**src/rtl/uart_apb_if_pkg.sv**
```systemverilog
// Shared definitions for the APB-attached UART front end: register offsets,
// STATUS/CTRL bit positions and the TX launch FSM encoding.
package uart_apb_if_pkg;

    // Register select values (paddr[3:2])
    localparam logic [1:0] REG_DATA   = 2'd0;
    localparam logic [1:0] REG_STATUS = 2'd1;
    localparam logic [1:0] REG_CTRL   = 2'd2;
    localparam logic [1:0] REG_COUNT  = 2'd3;

    // STATUS bit positions
    localparam int STS_TX_FULL  = 0;
    localparam int STS_TX_EMPTY = 1;
    localparam int STS_RX_FULL  = 2;
    localparam int STS_RX_EMPTY = 3;
    localparam int STS_RX_OVR   = 4;
    localparam int STS_TX_OVF   = 5;
    localparam int STS_TX_BUSY  = 6;

    // CTRL bit positions
    localparam int CTRL_RX_IE  = 0;
    localparam int CTRL_TXE_IE = 1;
    localparam int CTRL_OVR_IE = 2;

    // Down-counter load for the WAIT_HI guard: 3..0 gives four cycles
    localparam logic [1:0] TX_HI_TIMEOUT = 2'd3;

    typedef enum logic [1:0] {
        TX_IDLE    = 2'd0,
        TX_LAUNCH  = 2'd1,
        TX_WAIT_HI = 2'd2,
        TX_WAIT_LO = 2'd3
    } tx_state_e;

endpackage

```
**src/rtl/uart_sync_fifo.sv**
```systemverilog
// Single-clock 8-bit FIFO. Pointers carry one extra wrap bit so full and
// empty are told apart by the MSB; a pop on an empty FIFO is ignored and a
// push on a full FIFO is accepted only when a pop frees a slot in the same
// cycle.
module uart_sync_fifo #(
    parameter int DEPTH = 16
) (
    input  logic                       clk,
    input  logic                       rstn,
    input  logic                       i_push,
    input  logic                       i_pop,
    input  logic [7:0]                 i_data,
    output logic [7:0]                 o_data,
    output logic                       o_full,
    output logic                       o_empty,
    output logic [$clog2(DEPTH):0]     o_count
);

    localparam int AW = $clog2(DEPTH);

    logic [AW:0] r_wr_ptr;
    logic [AW:0] r_rd_ptr;
    logic [7:0]  r_mem [DEPTH];

    logic w_full;
    logic w_empty;
    logic w_push;
    logic w_pop;

    assign w_empty = (r_wr_ptr == r_rd_ptr);
    assign w_full  = (r_wr_ptr[AW] != r_rd_ptr[AW]) &&
                     (r_wr_ptr[AW-1:0] == r_rd_ptr[AW-1:0]);
    assign w_pop   = i_pop & ~w_empty;
    assign w_push  = i_push & (~w_full | w_pop);

    // Pointer update; wrap-around of the extra bit is intentional
    always_ff @(posedge clk or negedge rstn) begin
        if (!rstn) begin
            r_wr_ptr <= '0;
            r_rd_ptr <= '0;
        end else begin
            if (w_push) r_wr_ptr <= r_wr_ptr + 1'b1;
            if (w_pop)  r_rd_ptr <= r_rd_ptr + 1'b1;
        end
    end

    // Storage write; contents need no reset since empty masks them
    always_ff @(posedge clk) begin
        if (w_push) r_mem[r_wr_ptr[AW-1:0]] <= i_data;
    end

    assign o_data  = r_mem[r_rd_ptr[AW-1:0]];
    assign o_full  = w_full;
    assign o_empty = w_empty;
    assign o_count = r_wr_ptr - r_rd_ptr;

endmodule

```
**src/rtl/uart_apb_if.sv**
```systemverilog
// APB3 register front end for a byte UART: TX/RX FIFOs, sticky overflow
// flags, interrupt enables and the transmit launch sequencer.
//
// TX launch FSM
//   state   | meaning
//   IDLE    | waiting for a queued byte and an idle transmitter
//   LAUNCH  | one-cycle send strobe, head byte popped
//   WAIT_HI | waiting for tx_busy to rise (4-cycle guard back to IDLE)
//   WAIT_LO | frame on the line, waiting for tx_busy to fall
//
// Read data is captured in the APB setup cycle so prdata is stable for the
// whole access cycle; the RX pop is armed in setup and taken in access, so a
// read that saw an empty FIFO returns 0 and never pops.
module uart_apb_if #(
    parameter int FIFO_DEPTH = 16
) (
    input  logic        clk,
    input  logic        rstn,
    input  logic        psel,
    input  logic        penable,
    input  logic        pwrite,
    input  logic [3:0]  paddr,
    input  logic [31:0] pwdata,
    output logic [31:0] prdata,
    output logic        pready,
    output logic        pslverr,
    output logic [7:0]  pi_data,
    output logic        pi_flag,
    input  logic        tx_busy,
    input  logic [7:0]  po_data,
    input  logic        po_flag,
    output logic        irq
);

    import uart_apb_if_pkg::*;

    localparam int CW = $clog2(FIFO_DEPTH) + 1;

    tx_state_e   r_state;
    tx_state_e   w_state_nxt;
    logic [1:0]  r_tmr;
    logic [1:0]  w_tmr_nxt;

    logic [2:0]  r_ctrl;
    logic        r_rx_ovr;
    logic        r_tx_ovf;
    logic        r_rd_pop_arm;
    logic [31:0] r_prdata;
    logic [7:0]  r_pi_data;
    logic        r_pi_flag;
    logic        r_irq;

    logic        w_setup;
    logic        w_access;
    logic [1:0]  w_reg_sel;
    logic        w_wr_data;
    logic        w_wr_status;
    logic        w_wr_ctrl;
    logic        w_rd_data_setup;

    logic        w_tx_push;
    logic        w_tx_pop;
    logic [7:0]  w_tx_head;
    logic        w_tx_full;
    logic        w_tx_empty;
    logic [CW-1:0] w_tx_count;

    logic        w_rx_pop;
    logic [7:0]  w_rx_head;
    logic        w_rx_full;
    logic        w_rx_empty;
    logic [CW-1:0] w_rx_count;

    logic        w_tx_ovf_set;
    logic        w_rx_ovr_set;
    logic [31:0] w_status;
    logic [31:0] w_rd_mux;
    logic        w_irq_nxt;
    logic        w_unused;

    assign w_setup     = psel & ~penable;
    assign w_access    = psel & penable;
    assign w_reg_sel   = paddr[3:2];
    assign w_wr_data   = w_access & pwrite & (w_reg_sel == REG_DATA);
    assign w_wr_status = w_access & pwrite & (w_reg_sel == REG_STATUS);
    assign w_wr_ctrl   = w_access & pwrite & (w_reg_sel == REG_CTRL);
    assign w_rd_data_setup = w_setup & ~pwrite & (w_reg_sel == REG_DATA);

    assign w_tx_push = w_wr_data;
    assign w_tx_pop  = (r_state == TX_LAUNCH);
    assign w_rx_pop  = w_access & ~pwrite & (w_reg_sel == REG_DATA) & r_rd_pop_arm;

    // A drop happens only when full and nothing leaves in the same cycle
    assign w_tx_ovf_set = w_tx_push & w_tx_full & ~w_tx_pop;
    assign w_rx_ovr_set = po_flag & w_rx_full & ~w_rx_pop;

    uart_sync_fifo #(.DEPTH(FIFO_DEPTH)) u_tx_fifo (
        .clk     (clk),
        .rstn    (rstn),
        .i_push  (w_tx_push),
        .i_pop   (w_tx_pop),
        .i_data  (pwdata[7:0]),
        .o_data  (w_tx_head),
        .o_full  (w_tx_full),
        .o_empty (w_tx_empty),
        .o_count (w_tx_count)
    );

    uart_sync_fifo #(.DEPTH(FIFO_DEPTH)) u_rx_fifo (
        .clk     (clk),
        .rstn    (rstn),
        .i_push  (po_flag),
        .i_pop   (w_rx_pop),
        .i_data  (po_data),
        .o_data  (w_rx_head),
        .o_full  (w_rx_full),
        .o_empty (w_rx_empty),
        .o_count (w_rx_count)
    );

    // STATUS word assembly
    always_comb begin
        w_status = '0;
        w_status[STS_TX_FULL]  = w_tx_full;
        w_status[STS_TX_EMPTY] = w_tx_empty;
        w_status[STS_RX_FULL]  = w_rx_full;
        w_status[STS_RX_EMPTY] = w_rx_empty;
        w_status[STS_RX_OVR]   = r_rx_ovr;
        w_status[STS_TX_OVF]   = r_tx_ovf;
        w_status[STS_TX_BUSY]  = tx_busy;
    end

    // Read data select
    always_comb begin
        w_rd_mux = '0;
        case (w_reg_sel)
            REG_DATA:   w_rd_mux = w_rx_empty ? 32'h0 : {24'h0, w_rx_head};
            REG_STATUS: w_rd_mux = w_status;
            REG_CTRL:   w_rd_mux = {29'h0, r_ctrl};
            REG_COUNT:  w_rd_mux = {9'h0, 7'(w_tx_count), 9'h0, 7'(w_rx_count)};
            default:    w_rd_mux = '0;
        endcase
    end

    // Read capture in setup and RX pop arming
    always_ff @(posedge clk or negedge rstn) begin
        if (!rstn) begin
            r_prdata     <= '0;
            r_rd_pop_arm <= 1'b0;
        end else begin
            if (w_setup & ~pwrite) r_prdata <= w_rd_mux;
            r_rd_pop_arm <= w_rd_data_setup & ~w_rx_empty;
        end
    end

    // Control register and sticky overflow flags (set beats clear)
    always_ff @(posedge clk or negedge rstn) begin
        if (!rstn) begin
            r_ctrl   <= '0;
            r_rx_ovr <= 1'b0;
            r_tx_ovf <= 1'b0;
        end else begin
            if (w_wr_ctrl) r_ctrl <= pwdata[2:0];
            if (w_rx_ovr_set)
                r_rx_ovr <= 1'b1;
            else if (w_wr_status & pwdata[STS_RX_OVR])
                r_rx_ovr <= 1'b0;
            if (w_tx_ovf_set)
                r_tx_ovf <= 1'b1;
            else if (w_wr_status & pwdata[STS_TX_OVF])
                r_tx_ovf <= 1'b0;
        end
    end

    // TX FSM state and guard timer registers
    always_ff @(posedge clk or negedge rstn) begin
        if (!rstn) begin
            r_state <= TX_IDLE;
            r_tmr   <= '0;
        end else begin
            r_state <= w_state_nxt;
            r_tmr   <= w_tmr_nxt;
        end
    end

    // TX FSM next state and guard timer
    always_comb begin
        w_state_nxt = r_state;
        w_tmr_nxt   = r_tmr;
        case (r_state)
            TX_IDLE: begin
                if (!w_tx_empty && !tx_busy) w_state_nxt = TX_LAUNCH;
            end
            TX_LAUNCH: begin
                w_state_nxt = TX_WAIT_HI;
                w_tmr_nxt   = TX_HI_TIMEOUT;
            end
            TX_WAIT_HI: begin
                if (tx_busy)
                    w_state_nxt = TX_WAIT_LO;
                else if (r_tmr == 2'd0)
                    w_state_nxt = TX_IDLE;
                else
                    w_tmr_nxt = r_tmr - 2'd1;
            end
            TX_WAIT_LO: begin
                if (!tx_busy) w_state_nxt = TX_IDLE;
            end
            default: w_state_nxt = TX_IDLE;
        endcase
    end

    // Send strobe and held byte, loaded on entry to LAUNCH
    always_ff @(posedge clk or negedge rstn) begin
        if (!rstn) begin
            r_pi_data <= '0;
            r_pi_flag <= 1'b0;
        end else begin
            r_pi_flag <= (w_state_nxt == TX_LAUNCH);
            if (w_state_nxt == TX_LAUNCH) r_pi_data <= w_tx_head;
        end
    end

    assign w_irq_nxt = (r_ctrl[CTRL_RX_IE]  & ~w_rx_empty) |
                       (r_ctrl[CTRL_TXE_IE] & w_tx_empty & (r_state == TX_IDLE)) |
                       (r_ctrl[CTRL_OVR_IE] & (r_rx_ovr | r_tx_ovf));

    // Registered interrupt level
    always_ff @(posedge clk or negedge rstn) begin
        if (!rstn) r_irq <= 1'b0;
        else       r_irq <= w_irq_nxt;
    end

    assign w_unused = &{1'b0, pwdata[31:8], paddr[1:0]};

    assign prdata  = r_prdata;
    assign pready  = 1'b1;
    assign pslverr = 1'b0;
    assign pi_data = r_pi_data;
    assign pi_flag = r_pi_flag;
    assign irq     = r_irq;

endmodule

```
**config.mk**
```make
export PLATFORM = sky130hd
export DESIGN_NAME = uart_apb_if
export DESIGN_NICKNAME = d
export VERILOG_FILES = /design/src/rtl/uart_apb_if_pkg.sv /design/src/rtl/uart_sync_fifo.sv /design/src/rtl/uart_apb_if.sv
export SDC_FILE = /design/constraint.sdc
export NUM_CORES = 1
export LEC_CHECK = 0
export BUFFER_PORTS_ARGS = -buffer_cell sky130_fd_sc_hd__buf_2
export CORE_UTILIZATION = 50
export CTS_CLUSTER_SIZE = 14
export DETAILED_ROUTE_END_ITERATION = 10
export PLACE_DENSITY = 0.77
export SYNTH_ARGS = -nofsm -noshare
export SYNTH_HDL_FRONTEND = slang
export SYNTH_SLANG_ARGS = --single-unit
```
**constraint.sdc**
```tcl
create_clock -name clk -period 8.25 [get_ports clk]
set_clock_uncertainty 0.05 [all_clocks]
set_input_delay 2.475 -clock clk [delete_from_list [all_inputs] [get_ports clk]]
set_output_delay 2.475 -clock clk [all_outputs]
set_load 0.1 [all_outputs]
```
==> results by group <==
Synthesis
  – Largest family of logic cells by synthesized area: multiplexers
  – Warnings from Yosys: 0
  – Simple-gate share of the synthesized area: 6.037%
  – Most instantiated cells after synthesis: sky130_fd_sc_hd__edfxtp_1 (256), sky130_fd_sc_hd__nand2_1 (66), sky130_fd_sc_hd__mux4_2 (64)
  – Synth top area cells: sky130_fd_sc_hd__edfxtp_1 (60%), sky130_fd_sc_hd__mux4_2 (11%), sky130_fd_sc_hd__dfrtp_1 (10%)
  – Fraction of the mapped netlist area in adder cells: 2.158%
  – Mapped cell area: 12870 µm²
  – Count of state elements after synthesis: 309
  – Area share of the largest cell type after synthesis: 59.73%
  – Post-synthesis instance total: 746
  – Top-count cell post-synth: sky130_fd_sc_hd__edfxtp_1
  – Number of synthesized flops with an enable pin: 256
  – Cell type contributing the most total cell area after synthesis: sky130_fd_sc_hd__edfxtp_1
  – Post-synthesis area per instance: 17.25 µm²
  – Dominant synthesized flop cell: sky130_fd_sc_hd__edfxtp_1
  – Compound-cell area share of the yosys netlist: 3.820%
  – Fraction of the yosys area taken by sequential cells: 70.03%
  – Share of synthesized area spent on multiplexers: 13.09%
  – Share of synthesized flip-flops with an asynchronous set or reset: 17.15%
  – Synth Area in XOR/XNOR: 1.691%
  – Post-synth cell types: 56

Clocking
  – Total number of H-tree levels: 1
  – Clock input transition at the sequential cells of the worst setup and hold paths: 0.06 ns
  – Clock tree from TritonCTS: yes
  – Post-CTS Setup Repair Bufs: 0
  – Clock sink count: 309
  – CTS Hold Bufs: 0
  – Clk root buf: sky130_fd_sc_hd__clkbuf_16
  – Clock latency on the worst-skew pair: 0.56 ns
  – Largest buffer count on any clock path: 3
  – CTS buffer count: 31
  – Number of gates resized after CTS: 0

Floorplan
  – Height of the die: 162.4 µm
  – Boundary Pins: 95
  – Die Outline Area: 26390 µm²
  – Chip Width: 162.4 µm
  – Starting density of the core: 51.11%
  – Placeable Area: 25180 µm²
  – Placement row count: 58

Worst setup path
  – R2R Setup Slk: 4.52 ns
  – Critical setup path kind: in2reg
  – Launching instance or port of the critical path: paddr[2]
  – End of the worst register-to-register path: u_tx_fifo.r_mem[6][6]
  – Worst EP arrival: 4.61 ns
  – Worst-path maximum fanout: 11
  – Sort of element at the end of the critical path: flip-flop
  – Startpoint Class: input pin
  – Worst R2R Start: u_tx_fifo.r_rd_ptr[0]
  – Required time of the worst setup path: 8.36 ns
  – Capture point of the worst path: u_tx_fifo.r_mem[6][6]
  – Depth of the worst register-to-register path: 6

Hold path
  – Number of stages on the worst hold path: 2
  – Class of the tightest hold or removal check: reg2reg

Final layout
  – Final std cell area, no fill: 14370 µm²
  – Antenna diode count: 0
  – Fraction of layout cells with a size suffix above 1: 23.65%
  – Fill cell total of the finished layout: 1888
  – Area grow syn2layout: 11.65%
  – Number of nets in the finished design: 881

Global routing
  – Total grt overflow: 0
  – Maximum number of pins on one net before global-route repair: 54
  – Antenna violations before repair: 0
  – Global routing usage summed across all routing layers: 19.65%
  – First-pass GRT wire length: 38.73 mm
  – Vias in the first global route: 6640

Timing
  – Tcrit/Tclk final: 54.55%
  – Worst-Margin Slew: 1.255 ns
  – Setup violators final: 0
  – Setup repair after global routing missed its margin: no
  – Timing-limited maximum frequency: 222.2 MHz
  – Normalized max-slew margin: 15.68%
  – Max Transition Viols Final: 0
  – Tmin final: 4.501 ns
  – Hold Violations, Final: 0
  – Total Neg Setup Slack: 0 ns

Place
  – Total cell area at the placement stage: 13420 µm²
  – Post-DP HPWL: 15.67 mm
  – Port buffer count: 47
  – Routability Congestion: 0.7913

Routing
  – Mean routed wirelength per cell: 21.37 µm
  – Antenna viol nets, final: 0
  – Count of unresolved DRC violations after routing: 0
  – Total length of routed wires: 24.85 mm
  – Initial DRC Count: 569
  – DR vias: 6557
  – First-pass iteration count of the detailed router: 5
  – Detail-routed via count per cell: 5.638

Status
  – Result of the run: finished, final reports clean

Power
  – Peak VDD IR: 0.3172 mV
  – Static leakage power: 5.084 nW
  – Pwr/cell area: 317.8 nW/µm²

Job
  – Max-capacitance violation count: 0
[metal layers]
layer  vias to the layer above  track usage, %  routed length (µm)
li1                       2953               -                   -
met3                        42           3.259                1452
met1                      3338           26.76               10300
met2                       224           32.83               12660
met5                         -               0                   0
met4                         0           5.446                 437
[through the flow]
step	setup slack (ns)	util [%]	cells	total power [mW]	hold slack (ns)
after floorplan	3.786	-	765	3.003	0.4148
after global placement	3.204	53.27	1106	3.262	0.4134
after detailed placement	3.171	53.27	1106	3.289	0.4154
after CTS	3.743	57.07	1163	4.602	0.4290
after global routing	3.527	57.07	1163	4.759	0.4581
final	3.749	57.07	1163	4.566	0.4254
[flip-flops by register name (all words and copies together) (netlist names), 2 cells and up]
register and flops:
u_rx_fifo.r_wr_ptr 5, r_tmr 2, pi_data 8, u_rx_fifo.r_rd_ptr 5
u_tx_fifo.r_rd_ptr 5, prdata 13, r_state 2, u_tx_fifo.r_wr_ptr 5
u_rx_fifo.r_mem 128, u_tx_fifo.r_mem 128, r_ctrl 3
[cells in the final DEF (no fill, tap or decap), drive strengths merged, types with 11 or more instances in the layout]
| cell | netlist | routed |
|---|---|---|
| clkbuf | 17 | 36 |
| a21oi | 18 | 18 |
| mux4 | 64 | 64 |
| buf | 34 | 62 |
| clkinv | 2 | 17 |
| nand3 | 11 | 11 |
| xnor2 | 16 | 16 |
| mux2i | 21 | 21 |
| ha | 19 | 19 |
| nor2 | 26 | 26 |
| o21ai | 18 | 18 |
| conb | 2 | 21 |
| inv | 24 | 25 |
| dfrtp | 53 | 53 |
| edfxtp | 256 | 256 |
| nand2 | 68 | 68 |
| and2 | 13 | 13 |
[cell type report]
| cell class | count | area, µm² | share of cell area, % |
|---|---|---|---|
| repair buffers | 62 | 347.8 | 2.421 |
| inverters | 26 | 110.1 | 0.7662 |
| multi-input cells | 379 | 3528 | 24.55 |
| clock buffers | 36 | 794.5 | 5.529 |
| flip-flops and latches | 309 | 9016 | 62.74 |
| well taps | 330 | 412.9 | 2.873 |
| clock inverters | 21 | 160.2 | 1.115 |
[worst min path at each step]
stage	startpoint	end	slack (ns)
4_1_cts	prdata[16]	prdata[16]	0.43
3_5_place_dp	prdata[16]	prdata[16]	0.42
2_1_floorplan	u_rx_fifo.r_rd_ptr[4]	u_rx_fifo.r_rd_ptr[4]	0.41
6_report	prdata[16]	prdata[16]	0.43
3_3_place_gp	prdata[17]	prdata[17]	0.41
5_1_grt	u_rx_fifo.r_rd_ptr[4]	u_rx_fifo.r_rd_ptr[4]	0.46
[where the power goes]
part / total, mW / internal (mW) / switching [mW]
sequential: 1.96 / 1.85 / 0.115
clock: 1.32 / 0.749 / 0.568
combinational: 1.29 / 0.420 / 0.866
total: 4.57 / 3.02 / 1.55
[critical path, cell delays in order]
cell	delay, ns
sky130_fd_sc_hd__buf_2	0.16
sky130_fd_sc_hd__or2_1	0.33
sky130_fd_sc_hd__a311oi_4	0.47
sky130_fd_sc_hd__nand2_1	0.19
sky130_fd_sc_hd__nor3_1	0.98
[kinds of logic after synthesis]
| family | after synthesis |
|---|---|
| DFF | 309 |
| and+or+nand+nor | 158 |
| muxes | 88 |
| buffers and inverters | 77 |
| AOI/OAI and AO/OA | 67 |
| xor gates and xnor gates | 24 |
| adders and majority gates | 21 |
| other | 2 |
Power figures use the tool's default switching activity.
